==> config.mk <==
export PLATFORM = sky130hd
export DESIGN_NAME = fc_accumulator
export DESIGN_NICKNAME = d
export VERILOG_FILES = /design/src/rtl/fc_accumulator.sv
export SDC_FILE = /design/constraint.sdc
export NUM_CORES = 1
export LEC_CHECK = 0
export ABC_AREA = 1
export CAP_MARGIN = 5
export CORE_ASPECT_RATIO = 1.5
export CORE_UTILIZATION = 47
export CTS_BUF_LIST = sky130_fd_sc_hd__clkbuf_8
export CTS_CLUSTER_SIZE = 20
export DETAILED_ROUTE_END_ITERATION = 10
export GPL_ROUTABILITY_DRIVEN = 0
export PLACE_DENSITY = 0.78
export SETUP_SLACK_MARGIN = 0.1
export SKIP_LAST_GASP = 1
export SYNTH_ARGS = -nofsm -noshare
export SYNTH_HDL_FRONTEND = slang
export SYNTH_SLANG_ARGS = --single-unit
==> constraint.sdc <==
create_clock -name clk -period 2.9 [get_ports clk]
set_input_delay 0.58 -clock clk [delete_from_list [all_inputs] [get_ports clk]]
set_output_delay 0.58 -clock clk [all_outputs]
set_load 0.005 [all_outputs]
==> src/rtl/fc_accumulator.sv <==
// Sequential accumulation stage for one fully-connected neuron: bias plus NUM_INPUTS signed
// terms, either modulo-wrapped or clamped per add, presented on a valid/ready output.
module fc_accumulator #(
  parameter int unsigned DATA_WIDTH = 16,
  parameter int unsigned NUM_INPUTS = 4,
  parameter bit          SATURATE   = 1'b0,
  localparam int unsigned CntW      = $clog2(NUM_INPUTS + 1)
) (
  input  logic                  clk,
  input  logic                  rst_n,
  input  logic                  in_valid,
  output logic                  in_ready,
  input  logic [DATA_WIDTH-1:0] in_data,
  input  logic [DATA_WIDTH-1:0] bias,
  output logic                  out_valid,
  input  logic                  out_ready,
  output logic [DATA_WIDTH-1:0] out_data,
  output logic [CntW-1:0]       term_cnt
);

  typedef enum logic {StAccum, StOut} state_e;

  state_e                state_q;
  logic [DATA_WIDTH-1:0] acc_q;
  logic [CntW-1:0]       cnt_q;
  logic                  in_ready_q;
  logic                  out_valid_q;

  logic [DATA_WIDTH-1:0] lhs;
  logic [DATA_WIDTH:0]   sum_wide;
  logic [DATA_WIDTH-1:0] sum_d;
  logic                  accept;

  assign accept = in_valid && in_ready_q;

  // The first term of a neuron adds to the bias; acc_q is stale until then.
  always_comb begin
    lhs      = (cnt_q == '0) ? bias : acc_q;
    sum_wide = {lhs[DATA_WIDTH-1], lhs} + {in_data[DATA_WIDTH-1], in_data};
    sum_d    = sum_wide[DATA_WIDTH-1:0];
    if (SATURATE && (sum_wide[DATA_WIDTH] != sum_wide[DATA_WIDTH-1])) begin
      sum_d = sum_wide[DATA_WIDTH] ? {1'b1, {(DATA_WIDTH-1){1'b0}}}
                                   : {1'b0, {(DATA_WIDTH-1){1'b1}}};
    end
  end

  always_ff @(posedge clk) begin
    if (!rst_n) begin
      state_q     <= StAccum;
      acc_q       <= '0;
      cnt_q       <= '0;
      in_ready_q  <= 1'b0;
      out_valid_q <= 1'b0;
    end else begin
      unique case (state_q)
        StAccum: begin
          in_ready_q <= 1'b1;
          if (accept) begin
            acc_q <= sum_d;
            cnt_q <= cnt_q + 1'b1;
            if (cnt_q == CntW'(NUM_INPUTS - 1)) begin
              state_q     <= StOut;
              in_ready_q  <= 1'b0;
              out_valid_q <= 1'b1;
            end
          end
        end
        StOut: begin
          if (out_ready) begin
            state_q     <= StAccum;
            cnt_q       <= '0;
            in_ready_q  <= 1'b1;
            out_valid_q <= 1'b0;
          end
        end
        default: state_q <= StAccum;
      endcase
    end
  end

  assign in_ready  = in_ready_q;
  assign out_valid = out_valid_q;
  assign out_data  = acc_q;
  assign term_cnt  = cnt_q;

endmodule
# After elaboration in Yosys (flattened, before gate mapping)
# Index checks and enable logic that the tools add are counted.
# word_totals
reg_bits,22
in_bits,36
out_inout_bits,21
word_cells,33
# op_classes
add_sub_neg,2
n_eq_ne,4
n_mux,16
bitwise,1
reduce_logical,5
# op_table
operator,n
$add A16 B16 Y16,1
$mux W16,1
$mux W1,9
$mux W3,2
$ne A2 B2 Y1 const B,3
$pmux W1 S2,3
$pmux W3 S2,1
$reduce_and A2 Y1,2
$add A3 B1 Y3 const B,1
$eq A3 B2 Y1 const B,1
$logic_not A3 Y1,1
$reduce_and A3 Y1,1
$logic_and A1 B1 Y1,1
$not A1 Y1,1

# Logic depth before layout (Yosys ltp)
# logic_depth
word_depth,4
depth_mapped,17
depth_no_buf,16

# Worst setup path before layout
# OpenSTA, ideal clock, no wires.
# synth_path
kind,flip-flop to flip-flop
startpoint,"register cnt_q[0], in the netlist term_cnt[0]"
endpoint,"register acc_q[8], in the netlist out_data[8]"
setup_time_ns,0.109
arrival_time_ns,2.497
required_time_ns,2.791
slack_ns,0.295
stages_incl_launch_ff,17
n_path_buf,1
period_less_slack_ns,2.605
path_cell_list,dfxtp_1 -> inv_1 -> ha_1 -> nand2_2 -> buf_2 -> mux2_2 -> ha_1 -> fa_1 -> nand2_1 -> nand2_1 -> and2_4 -> nand2_1 -> nand2_1 -> xnor2_1 -> nand2_1 -> nand2_1 -> inv_1
# synth_between
elab_chain_cells,3
# synth_lines
element,line_no,text
start: declaration,25,logic [CntW-1:0] cnt_q;
start signal: assignment,60,cnt_q <= cnt_q + 1'b1;
$logic_not A3 Y1,38,lhs = (cnt_q == '0) ? bias : acc_q;
$mux W16,38,
$add A16 B16 Y16,39,"sum_wide = {lhs[DATA_WIDTH-1], lhs} + {in_data[DATA_WIDTH-1], in_data};"
end signal: assignment,59,acc_q <= sum_d;
end: declaration,24,logic [DATA_WIDTH-1:0] acc_q;
# Every way passes these cells.
# A chain may end at the register's enable or synchronous reset.

# Worst setup path after layout
# layout_path
startpoint,"register cnt_q[0], in the netlist term_cnt[0]"
endpoint,"register acc_q[10], in the netlist out_data[10]"
# The elaborated chain is that of the path after synthesis.

==> out/metrics.cfg <==
[sta]
setup_violations = 0
fin_ws_ns = 0.320
final_max_slew_viol_count = 0
finClkSkew_ns = 0.00661
hold_violations = 0
layout_min_cycle_time_ns = 2.58
fmax_mhz = 388
hold-worst-slack_ns = 0.479
layout_worst_path_cycle_share_pct = 89.0
rsz0062_at_grt = no
tightestPinTransition_ns = 0.520
fin_tns_setup_ns = 0
max_slew_margin_pct = 65.3

[logic_synthesis]
ys_types = 27
syn_area_sq_mm = 0.00200
yosys_warnings = 0
yosys_register_bits = 22
synth_top_area_share_pct = 22.1
syn_nets = 387
netlist_instances = 331
synth_top_area_cell = dfxtp_1
synth.avg_cell_area_sq_um = 6.03
yosysSeqAreaShare_pct = 22.1
synthTopCellsByArea = dfxtp_1 (22%), nand2_1 (18%), inv_1 (13%), ha_1 (12%), a21oi_1 (7.5%)

[floorplanning]
fp.dieArea_sq_mm = 0.00452
start_util_pct = 50.0
fp.coreArea_sq_mm = 0.00399
rows = 28
die_w_microns = 55.2
io_pins = 57
die_y_microns = 81.8

[detailed_routing]
routed_wl_mm = 5.12
viasPerCell = 5.02
drc = 0
wl_per_cell_microns = 11.8
postRouteAntennaNets = 0
vias = 2170
first_pass_iters = 5
drt_iter0_markers = 72

[finish]
area_growth_pct = 33.9
nets = 444
fin_area_sq_mm = 0.00267
nFillCells = 382
n_antenna_cell = 0
regArea_sq_um = 442
drive_gt1_share_pct = 4.91
layout_commonest_cell = nand2_1
multi_input_comb_area_sq_mm = 0.00126
final_cell_mix = nand2_1 (94), inv_1 (71), clkdlybuf4s50_1 (56), a21oi_1 (30), nor2_1 (28)

[cts]
ctsHoldBuffers = 0
clock-sinks = 22
cts.root.buffer_cell = clkbuf_8
clockBufferDepth = 2
postCtsSetupBuffers = 0
numCtsBuffers = 3
clk_pin_slew_ns = 0.09
clk_latency_ns = 0.27
htreeDepth = 1
cts_resized = 0
cts_tree = done

[grt]
grt_max_degree = 21
antenna_found_initial = 0
gr-total-overflow = 0
grt_pass1_wl_mm = 8.47
grt_pass1_vias = 2070
grt_use_total_pct = 23.3

[critical_path]
worst_path_largest_cell_delay_ns = 0.43
endpoint_kind = register
critPathTopFamily = adder cells
cp_common_cell = nand2_1
required_ns = 3.08
worstPathMaxFanout = 6
startpoint_type = register
crit_buf_inv = 2
crit_chain = inv_1, ha_1, nand2_4, mux2_2, ha_1, fa_1, nand2_1, nand2_1, nand3_1, nand2_1, nand2_1, nand2_1, nand2_1, nand3_1, nand2_1, inv_1
worstSetupPathType = register to register
slowest_stage = fa_1
arrival_ns = 2.76

[pwr]
p_per_area_mw_per_mm2 = 403
p_leak_nw = 1.41
peakVddDrop_mv = 0.358

[placement]
portBuffers = 56
dpl_cell_area_sq_mm = 0.00261
hpwlAfterDp_mm = 4.02
post-place-ws_ns = 0.234

[outcome]
status = finished clean

[flow_run]
max_cap_viol_count = 0

[min_path]
hold_path_class = register to register

[power breakdown]
part / switching, mW / internal [mW]
clock: 0.110 / 0.121
combinational: 0.273 / 0.233
sequential: 0.0145 / 0.324
[synth_stat cells (all sizes together)]
| cell | count |
|---|---|
| clkbuf | 2 |
| ha | 19 |
| nand3b | 1 |
| dfxtp | 22 |
| nand3 | 26 |
| mux2 | 6 |
| o22ai | 1 |
| nand2 | 95 |
| a21oi | 30 |
| fa | 1 |
| xnor2 | 2 |
| inv | 71 |
| o211ai | 3 |
| or2 | 3 |
| nor2 | 28 |
| buf | 5 |
| and2 | 1 |
| nand4 | 1 |
| xor2 | 2 |
| nor3 | 3 |
| o21ai | 9 |
[kinds of logic (layout without fill, tap and decap cells)]
kind of cell    Yosys count  in the layout  synth area share (%)
flops                    22             22                  22.1
compound gates           43             43                  11.2
simple gates            158            158                  33.5
mux                       6              6                  3.39
xor+xnor                  4              4                  1.76
fa+ha+maj                20             20                  12.9
buf+inv                  78            134                  15.2
[routing by layer]
metal / routed length [microns] / vias up / part of all wire (%) / global-route usage [%]
met1: 2010 / 965 / 39 / 25.1
met5: 0 / - / 0 / 0
li1: - / 1136 / - / -
met2: 2660 / 52 / 52 / 44.2
met4: 178 / 0 / 3.5 / 11.8
met3: 265 / 17 / 5.2 / 3.15
[final timing paths]
check	from	to	slack (ns)	cells after the start
worst max-delay path	term_cnt[0]	out_data[10]	0.32	16
worst min-delay path	term_cnt[0]	term_cnt[0]	0.48	1
worst max register to register	term_cnt[0]	out_data[10]	0.32	16
worst min register to register	term_cnt[0]	term_cnt[0]	0.48	1
[registers in the layout, summed over array words and instances (netlist names)]
register   cells
in_ready       1
out_valid      1
state_q        1
out_data      16
term_cnt       3
[final cells by class]
| type | count | share of cell area, % |
|---|---|---|
| multi-input combinational | 231 | 47.1 |
| timing repair buffer | 59 | 22.3 |
| inverter | 71 | 9.97 |
| tap | 45 | 2.11 |
| clock buffer | 4 | 2.06 |
| sequential | 22 | 16.5 |
[metrics by stage]
stage                     cells  total power, mW  utilization (%)
after floorplan             331            0.676                -
after global placement      428            0.837             65.4
after detailed placement    428            0.847             65.4
after CTS                   432             1.08             66.8
after global routing        432             1.16             66.9
final                       432             1.08             66.9
Power figures use the tool's default switching activity.
